==> src/rtl/miner_pkg.sv <==
// Shared types and the single-byte hash step for the block_miner proof-of-work engine.
// The same hash_step function serves the RTL round and any reference model.
package miner_pkg;

    typedef enum logic [2:0] {
        ST_IDLE,
        ST_RD_TX,
        ST_RD_HASH,
        ST_HASH,
        ST_CHECK,
        ST_WRITE,
        ST_DONE
    } state_t;

    localparam logic [7:0] HASH_ADD = 8'h3B;
    localparam int         TX_BYTES = 6;

    // One round: rotate left by one, mix in the byte, add the constant (mod 256).
    function automatic logic [7:0] hash_step(input logic [7:0] h, input logic [7:0] b);
        return ({h[6:0], h[7]} ^ b) + HASH_ADD;
    endfunction

endpackage

==> src/rtl/hash_round.sv <==
// Combinational single-byte hash round; block_miner applies it once per HASH cycle.
module hash_round
    import miner_pkg::*;
(
    input  logic [7:0] h_in,
    input  logic [7:0] byte_in,
    output logic [7:0] h_out
);

    assign h_out = hash_step(h_in, byte_in);

endmodule

==> src/rtl/block_miner.sv <==
// Proof-of-work engine: reads tx and previous hash from the store, searches nonces, writes the new hash back.
// Optional successful-run counter enabled by defining BLOCK_MINER_STATS_EN.
module block_miner
    import miner_pkg::*;
#(
    parameter int DIFFICULTY = 3,
    parameter int MAX_NONCE  = 255
) (
    input  logic        clock,
    input  logic        resetn,
    input  logic        start,
    input  logic [47:0] reg_result,
    output logic        reg_access_type,
    output logic        reg_wren,
    output logic [47:0] reg_data,
    output logic        busy,
    output logic        done,
    output logic        fail,
    output logic [7:0]  nonce,
    output logic [7:0]  hash,
    output logic [15:0] blocks_mined
);

    localparam int          SHIFT     = 8 - DIFFICULTY;
    localparam logic [2:0]  LAST_BYTE = 3'(TX_BYTES);
    localparam logic [7:0]  LAST_NONCE = 8'(MAX_NONCE);

    state_t      state_q, state_d;
    logic [47:0] tx_q;
    logic [7:0]  prev_q;
    logic [7:0]  h_q;
    logic [2:0]  idx_q;
    logic [7:0]  nonce_q;
    logic [7:0]  hash_q;
    logic        fail_q;

    logic [7:0]  round_byte;
    logic [7:0]  h_next;
    logic        hit;
    logic        last_nonce;

    // Bytes 0..5 come from tx (MSB first); byte 6 is the nonce.
    always_comb begin
        round_byte = nonce_q;
        for (int i = 0; i < TX_BYTES; i++) begin
            if (idx_q == 3'(i)) round_byte = tx_q[8*(TX_BYTES-1-i) +: 8];
        end
    end

    hash_round u_round (
        .h_in    (h_q),
        .byte_in (round_byte),
        .h_out   (h_next)
    );

    assign hit        = (h_q >> SHIFT) == 8'd0;
    assign last_nonce = (nonce_q == LAST_NONCE);

    // NOTE: sequential state uses non-blocking (<=) so every flop samples pre-edge values.
    always_ff @(posedge clock or negedge resetn) begin
        if (!resetn) state_q <= ST_IDLE;
        else         state_q <= state_d;
    end

    // NOTE: every output of this block gets a default first, so no path can infer a latch.
    always_comb begin
        state_d         = state_q;
        busy            = (state_q != ST_IDLE);
        reg_access_type = 1'b0;
        reg_wren        = 1'b0;
        reg_data        = '0;
        done            = 1'b0;

        case (state_q)
            ST_IDLE:    if (start) state_d = ST_RD_TX;
            ST_RD_TX:   state_d = ST_RD_HASH;
            ST_RD_HASH: begin
                reg_access_type = 1'b1;
                state_d         = ST_HASH;
            end
            ST_HASH:    if (idx_q == LAST_BYTE) state_d = ST_CHECK;
            ST_CHECK: begin
                if (hit)             state_d = ST_WRITE;
                else if (!last_nonce) state_d = ST_HASH;
                else                 state_d = ST_DONE;
            end
            ST_WRITE: begin
                reg_access_type = 1'b1;
                reg_wren        = 1'b1;
                reg_data        = {40'b0, h_q};
                state_d         = ST_DONE;
            end
            ST_DONE: begin
                done    = 1'b1;
                state_d = ST_IDLE;
            end
            default:    state_d = ST_IDLE;
        endcase
    end

    always_ff @(posedge clock or negedge resetn) begin
        if (!resetn) begin
            tx_q    <= '0;
            prev_q  <= '0;
            h_q     <= '0;
            idx_q   <= '0;
            nonce_q <= '0;
            hash_q  <= '0;
            fail_q  <= 1'b0;
        end else begin
            case (state_q)
                ST_IDLE:  if (start) fail_q <= 1'b0;
                ST_RD_TX: tx_q <= reg_result;
                ST_RD_HASH: begin
                    prev_q  <= reg_result[7:0];
                    h_q     <= reg_result[7:0];
                    idx_q   <= '0;
                    nonce_q <= '0;
                end
                ST_HASH: begin
                    h_q   <= h_next;
                    idx_q <= idx_q + 3'd1;
                end
                ST_CHECK: begin
                    hash_q <= h_q;
                    if (!hit) begin
                        if (!last_nonce) begin
                            // Each attempt restarts the chain from the previous hash.
                            nonce_q <= nonce_q + 8'd1;
                            h_q     <= prev_q;
                            idx_q   <= '0;
                        end else begin
                            fail_q <= 1'b1;
                        end
                    end
                end
                default: ;
            endcase
        end
    end

    assign nonce = nonce_q;
    assign hash  = hash_q;
    assign fail  = fail_q;

`ifdef BLOCK_MINER_STATS_EN
    logic [15:0] blocks_q;

    always_ff @(posedge clock or negedge resetn) begin
        if (!resetn)
            blocks_q <= '0;
        else if (state_q == ST_WRITE && blocks_q != 16'hFFFF)
            blocks_q <= blocks_q + 16'd1;
    end

    assign blocks_mined = blocks_q;
`else
    assign blocks_mined = '0;
`endif

endmodule

==> config.mk <==
export PLATFORM = sky130hd
export DESIGN_NAME = block_miner
export DESIGN_NICKNAME = d
export VERILOG_FILES = /design/src/rtl/miner_pkg.sv /design/src/rtl/hash_round.sv /design/src/rtl/block_miner.sv
export SDC_FILE = /design/constraint.sdc
export NUM_CORES = 1
export LEC_CHECK = 0
export ABC_AREA = 1
export CORE_MARGIN = 8
export CORE_UTILIZATION = 45
export CTS_CLUSTER_DIAMETER = 60
export DETAILED_ROUTE_END_ITERATION = 6
export GPL_ROUTABILITY_DRIVEN = 0
export PLACE_DENSITY = 0.84
export SKIP_CTS_REPAIR_TIMING = 1
export SLEW_MARGIN = 30
export SYNTH_ARGS = -nofsm -noshare
export SYNTH_HDL_FRONTEND = slang
export SYNTH_HIERARCHICAL = 1
export SYNTH_SLANG_ARGS = --single-unit
==> constraint.sdc <==
create_clock -name clock -period 2.65 [get_ports clock]
set_clock_uncertainty 0.2 [all_clocks]
set_input_delay 0.3975 -clock clock [delete_from_list [all_inputs] [get_ports clock]]
set_output_delay 0.3975 -clock clock [all_outputs]
set_load 0.05 [all_outputs]
==> results of run 1 <==
[final timing paths]
check                          from       end  slack, ns  cells past startpoint
setup / recovery           idx_q[0]    h_q[4]      0.007                     22
hold / removal                 fail      fail       0.28                      2
setup reg to reg           idx_q[0]    h_q[4]      0.007                     22
hold reg to reg                fail      fail       0.28                      2
max in group asynchronous    resetn  nonce[5]       1.34                      3
min in group asynchronous    resetn   hash[4]       0.30                      2
[sequential cells by signal (all words and copies together), names as in the netlist]
register	flops
fail	1
h_q	8
idx_q	3
tx_q	48
hash	8
prev_q	8
state_q	3
nonce	8
[per-stage QoR]
| step | util | worst slack [ns] | hold slack, ns |
|---|---|---|---|
| 3_3_place_gp | 0.530 | 0.0803 | 0.119 |
| 3_5_place_dp | 0.530 | -0.0249 | 0.121 |
| 4_1_cts | 0.558 | -0.116 | -0.239 |
| 2_1_floorplan | - | 0.104 | -0.0981 |
| 5_1_grt | 0.579 | -0.156 | 0.308 |
| 6_report | 0.579 | 0.00727 | 0.282 |
[worst max-delay path, delay by kind of cell (launching register included)]
| kind | cells | cell delay, ns |
|---|---|---|
| buf+inv | 4 | 0.34 |
| flops | 1 | 0.47 |
| compound gates | 1 | 0.06 |
| xor+xnor | 1 | 0.13 |
| simple gates | 14 | 1.04 |
| fa+ha+maj | 2 | 0.29 |
[power by group through the flow]
| stage | Sequential, W | Combinational (W) | Clock (W) |
|---|---|---|---|
| global route | 0.00247 | 0.00553 | 0.00144 |
| global placement | 0.00236 | 0.00448 | 0 |
| finish | 0.00240 | 0.00504 | 0.00136 |
| CTS | 0.00237 | 0.00462 | 0.00138 |
| detailed placement | 0.00238 | 0.00457 | 0 |
| floorplan | 0.00252 | 0.00340 | 0 |
[logic make-up (layout without fill, tap and decap cells)]
| logic type | count (synthesis) | after routing | share of synthesized area |
|---|---|---|---|
| other | 1 | 56 | 0.000705 |
| multiplexers | 32 | 32 | 0.0874 |
| AND/OR/NAND/NOR | 291 | 292 | 0.241 |
| adder cells (fa/ha/maj) | 7 | 7 | 0.0165 |
| AO/OA/AOI/OAI | 62 | 62 | 0.0670 |
| flip-flops | 87 | 87 | 0.409 |
| buffers and inverters | 156 | 196 | 0.160 |
| XOR/XNOR | 8 | 8 | 0.0181 |
[cells in the mapped netlist (2+ instances only)]
master | n | area (um^2)
o21ai_0 | 38 | 190
dfrtp_1 | 87 | 2180
nand2_2 | 9 | 56.3
xnor2_1 | 2 | 17.5
nor2_4 | 5 | 56.3
buf_4 | 57 | 428
mux2_2 | 4 | 45.0
inv_1 | 75 | 282
o21ai_1 | 3 | 15.0
o21ai_2 | 9 | 78.8
nand2_1 | 180 | 676
nand2_4 | 4 | 45.0
nand3_1 | 47 | 235
xor2_1 | 4 | 35.0
a21oi_1 | 9 | 45.0
mux2_4 | 28 | 420
buf_2 | 9 | 45.0
buf_6 | 4 | 45.0
nand4_1 | 6 | 37.5
inv_2 | 6 | 22.5
clkbuf_1 | 4 | 15.0
ha_1 | 7 | 87.6
nor2_1 | 35 | 131
[routing by layer]
layer  wire length, um  global-route usage
met2              6760               0.277
met3              1020              0.0447
met1              5230               0.197
met4               315              0.0567
met5                 0                   0
[cell type report]
type	instances	area [um^2]
multi-input cells	457	2680
repair buffers	99	968
fillers	976	4820
clock buffers	11	243
flip-flops and latches	87	2180
inverters	81	318
well taps	143	179
clock inverters	5	81.3
==> impl_metrics.py, run 1 <==
metrics = {
    "setup_path": {
        "crit_chain": "inv_4 > ha_4 > buf_6 > nand3_1 > nand3_1 > nand3_2 > nand2_1 > nand2_1 > nand2_1 > nand2_2 > inv_1 > nand2_1 > nand2_2 > ha_4 > inv_2 > nand2_2 > nand2_2 > xor2_1 > nand2_1 > nand3_1 > nand2_1 > o21ai_2",
        "cpPeakStageDelay_ns": 0.47,
        "worstPathArrival_ns": 2.66,
        "cp_common_cell": "nand2_1",
        "endpoint_kind": "flip-flop",
        "cp-start-kind": "flip-flop",
        "cpMaxStageDelayCell": "dfrtp_2",
        "required_ns": 2.67,
        "worstSetupPathType": "flip-flop to flip-flop",
        "cp_max_fo": 8,
    },
    "power": {
        "power_frac_comb": 0.573,
        "p_int_w": 0.00484,
        "p_switching_w": 0.00397,
        "power_w": 0.00881,
        "clkPwrFrac": 0.155,
        "power.density_nw_per_um2": 1330,
        "irDropWorstVdd_mv": 0.642,
        "switching_share": 0.451,
        "power_frac_seq": 0.272,
        "leakage_nw": 3.38,
    },
    "clocking": {
        "clock-sinks": 87,
        "h-tree-depth": 3,
        "cts_tree": "built",
        "clk_path_buf_depth": 2,
        "cts_root_buffer": "clkbuf_16",
        "clkLatencyLatePin_ns": 0.34,
        "clk_pin_slew_worst_paths_ns": 0.06,
        "cts_buffers": 9,
    },
    "sta": {
        "relSlewSlack": 0.476,
        "finalCriticalPeriod_ns": 2.64,
        "finalSetupViolCount": 0,
        "hold_viol_final": 0,
        "max_freq_mhz": 378,
        "fin_crit_sh": 0.997,
        "worstMarginPinSlew_ns": 0.786,
        "slew_violations": 0,
        "rsz0062_at_grt": "yes",
        "fin_setup_tns_ns": 0,
    },
    "floorplanning": {
        "start_util": 0.464,
        "coreArea_um2": 11500,
        "fp.dieArea_um2": 15600,
        "die_y_um": 125,
        "rows": 39,
        "boundaryPins": 136,
        "fp.dieW_um": 125,
    },
    "run": {
        "cap_violations": 0,
    },
    "synthesis": {
        "yosysSeqAreaShare": 0.409,
        "synth_edf_count": 0,
        "synth_cells": 644,
        "mappedNetlistArea_um2": 5320,
        "ys.flop_type": "dfrtp_1",
        "synth-async-reset-ratio": 1.00,
        "avgSynthCellArea_um2": 8.26,
        "ys_ff_latch": 87,
        "yosysWarnings": 6,
        "synth_cell_types": 35,
    },
    "detailed_routing": {
        "viasPerCell": 4.95,
        "routed_wl_um": 13300,
        "drcViolationCount": 0,
        "dr.pass1.iters": 5,
        "vias": 4369,
        "first_iter_violations": 334,
        "wire_per_inst_um": 15.1,
        "drtAntennaViolNets": 0,
    },
    "global_route": {
        "grt_pass1_wl_um": 21500,
        "grt_max_degree": 46,
        "grt.total_usage": 0.164,
        "grt_overflow": 0,
        "grt_pass1_vias": 4501,
        "antenna_found_initial": 0,
    },
    "outcome": {
        "outcome": "finished clean",
    },
    "placed_design": {
        "place_area_um2": 6080,
        "place_inst": 861,
        "port_buffers": 79,
        "dp.final_hpwl_um": 9570,
    },
    "finish": {
        "layout_common_cells": "nand2_1 (168), dfrtp_1 (85), inv_1 (69)",
        "postLayoutCellArea_um2": 6650,
        "final_cells": 883,
        "drive_above_1_share": 0.208,
        "insertedDiodeCount": 0,
        "final_nets": 793,
        "final_common_cell": "nand2_1",
        "syn_to_final_growth_pct": 24.8,
    },
    "min_path": {
        "min_path_type": "flip-flop to flip-flop",
    },
}
Power figures use the tool's default switching activity.
==> inputs of run 2 (changes only) <==
- ABC_AREA: 1 -> 0
- CORE_UTILIZATION: 45 -> 44
==> impl_metrics.py, run 2 <==
metrics = {
    "min_path": {
        "hold_end": "prev_q[2]",
        "worstHoldStart": "prev_q[2]",
        "min_path_type": "flip-flop to flip-flop",
        "min_path_cells": 2,
    },
    "synthesis": {
        "mappedNetlistArea_um2": 4990,
        "ys_ff_latch": 87,
        "synth.area.top_cells": "dfrtp_1 (44%), mux2_2 (13%), buf_4 (8.7%)",
        "netlist_top_cells_count": "dfrtp_1 (87), buf_4 (58), mux2_2 (56), nand2_1 (33), o21ai_0 (22)",
        "yosysSeqAreaShare": 0.437,
        "avgSynthCellArea_um2": 10.6,
        "yosysWarnings": 6,
        "synth.most_common_cell": "dfrtp_1",
        "synth_cell_types": 44,
        "yosys.area.top_type_share": 0.437,
        "synth_edf_count": 0,
        "synth-async-reset-ratio": 1.00,
        "yosysTopAreaCell": "dfrtp_1",
        "synth_cells": 470,
        "ys.flop_type": "dfrtp_1",
    },
    "power": {
        "power.density_nw_per_um2": 1520,
        "leakage_nw": 2.88,
        "irDropWorstVdd_mv": 0.815,
    },
    "setup_path": {
        "r2r.worst_path.cells": 16,
        "r2r_slack_ns": -0.80,
        "r2r-start": "idx_q[1]",
        "endpoint_kind": "flip-flop",
        "worst_r2r_endpoint": "h_q[6]",
        "required_ns": 2.68,
        "worstSetupPathType": "flip-flop to flip-flop",
        "cp_max_fo": 5,
        "cp-start-kind": "flip-flop",
        "worstPathArrival_ns": 3.49,
    },
    "run": {
        "cap_violations": 0,
    },
    "placed_design": {
        "place_area_um2": 6120,
        "dp.final_hpwl_um": 9840,
        "place_ws_ns": -0.678,
        "port_buffers": 79,
    },
    "finish": {
        "postLayoutCellArea_um2": 6720,
        "fill_cells": 850,
        "insertedDiodeCount": 0,
        "syn_to_final_growth_pct": 34.9,
        "final_nets": 636,
        "regMostFlops": "tx_q",
        "drive_above_1_share": 0.307,
        "layout_common_cells": "dfrtp_1 (85), clkdlybuf4s50_1 (66), mux2_2 (56), conb_1 (56), buf_4 (40)",
        "largest_reg_flops": 48,
        "final_common_cell": "dfrtp_1",
    },
    "sta": {
        "max_freq_mhz": 290,
        "relSlewSlack": 0.578,
        "finalCriticalPeriod_ns": 3.45,
        "worstMarginPinSlew_ns": 0.633,
        "fin_crit_sh": 1.30,
        "worst_slack_ns": -0.804,
        "fin_setup_tns_ns": -4.87,
        "rsz0062_at_grt": "yes",
        "slew_violations": 0,
        "hold_viol_final": 0,
        "finalSetupViolCount": 8,
    },
    "clocking": {
        "cts_buffers": 9,
        "cts_tree": "built",
        "clk_pin_slew_worst_paths_ns": 0.07,
        "clk_path_buf_depth": 2,
        "clock-sinks": 87,
        "h-tree-depth": 3,
        "clkLatencyLatePin_ns": 0.35,
        "cts_root_buffer": "clkbuf_16",
    },
    "global_route": {
        "grt_pass1_wl_um": 20900,
        "grt_pass1_vias": 4018,
        "grt_max_degree": 54,
        "antenna_found_initial": 0,
        "grt.total_usage": 0.177,
        "grt_overflow": 0,
    },
    "floorplanning": {
        "rows": 39,
        "die_y_um": 122,
        "fp.dieW_um": 122,
        "coreArea_um2": 11200,
        "boundaryPins": 136,
        "fp.dieArea_um2": 15000,
        "start_util": 0.444,
    },
    "detailed_routing": {
        "wl_met2_um": 7680,
        "drt-met1-wl_um": 5590,
        "viasPerCell": 5.70,
        "met3_length_um": 1100,
        "drtAntennaViolNets": 0,
        "dr.pass1.iters": 5,
        "drcViolationCount": 0,
        "wire_per_inst_um": 20.8,
        "vias": 4138,
        "first_iter_violations": 374,
        "dr.max_layer_used": "met4",
        "routed_wl_um": 15100,
    },
    "outcome": {
        "violations": "negative setup slack",
        "outcome": "complete, but fails checks",
    },
}
-- run 2: cell count changes after synthesis, sizes merged, moves of 26 or more --
cell,change
nand3,-35
nor2,-27
nand2,-160
mux2,+32
inv,-72
o21ai,-26
-- run 2: layout make-up --
class | instances | area, um^2 | area share
multi-input combinational | 347 | 2690 | 0.399
inverter | 10 | 41.3 | 0.00614
sequential | 87 | 2180 | 0.324
clock inverter | 4 | 98.8 | 0.0147
tap | 143 | 179 | 0.0266
timing repair buffer | 123 | 1270 | 0.189
clock buffer | 12 | 267 | 0.0396
-- run 2: kinds of logic after synthesis --
logic type | share of synthesized area
simple gates | 0.118
compound gates | 0.132
buf+inv | 0.118
flops | 0.437
mux | 0.151
xor+xnor | 0.0263
fa+ha+maj | 0.0176
other cells | 0.000752
-- run 2: worst max-delay path by stage --
stage                  start      to  cells after the start
floorplan           idx_q[1]  h_q[6]                     15
global placement    idx_q[1]  h_q[6]                     15
detailed placement  idx_q[1]  h_q[6]                     15
CTS                 idx_q[1]  h_q[6]                     15
global route        idx_q[1]  h_q[6]                     15
finish              idx_q[1]  h_q[6]                     16
-- run 2: critical path: stages, from the launching register on --
cell and delay, ns:
dfrtp_1 0.43, inv_2 0.10, ha_4 0.20, buf_6 0.13, o21ai_4 0.14, buf_6 0.16, o221ai_4 0.14, o32ai_4 0.34
xnor2_2 0.18, ha_2 0.23, or2b_1 0.13, nand3_1 0.11, xnor2_1 0.14, and3b_1 0.17, o21ai_1 0.14, o21ai_1 0.10
mux2_4 0.27
-- run 2: routing by layer --
| layer | GRT usage | vias to the layer above |
|---|---|---|
| met3 | 0.0368 | 62 |
| li1 | - | 1782 |
| met5 | 0 | - |
| met4 | 0.0891 | 0 |
| met1 | 0.204 | 2049 |
| met2 | 0.307 | 245 |
-- run 2: power breakdown --
part | internal [W] | switching [W] | leakage, nW
Combinational | 0.00305 | 0.00317 | 1.66
Sequential | 0.00196 | 0.000527 | 1.04
Clock | 0.00100 | 0.000530 | 0.179
Total | 0.00601 | 0.00423 | 2.88
-- run 2: metrics by stage --
stage	utilization	cells	power (W)	hold slack [ns]
floorplan	-	525	0.00625	-0.0981
global placement	0.545	704	0.00746	0.178
detailed placement	0.545	704	0.00768	0.187
CTS	0.578	720	0.00929	-0.178
global route	0.599	726	0.0107	0.310
finish	0.599	726	0.0102	0.283
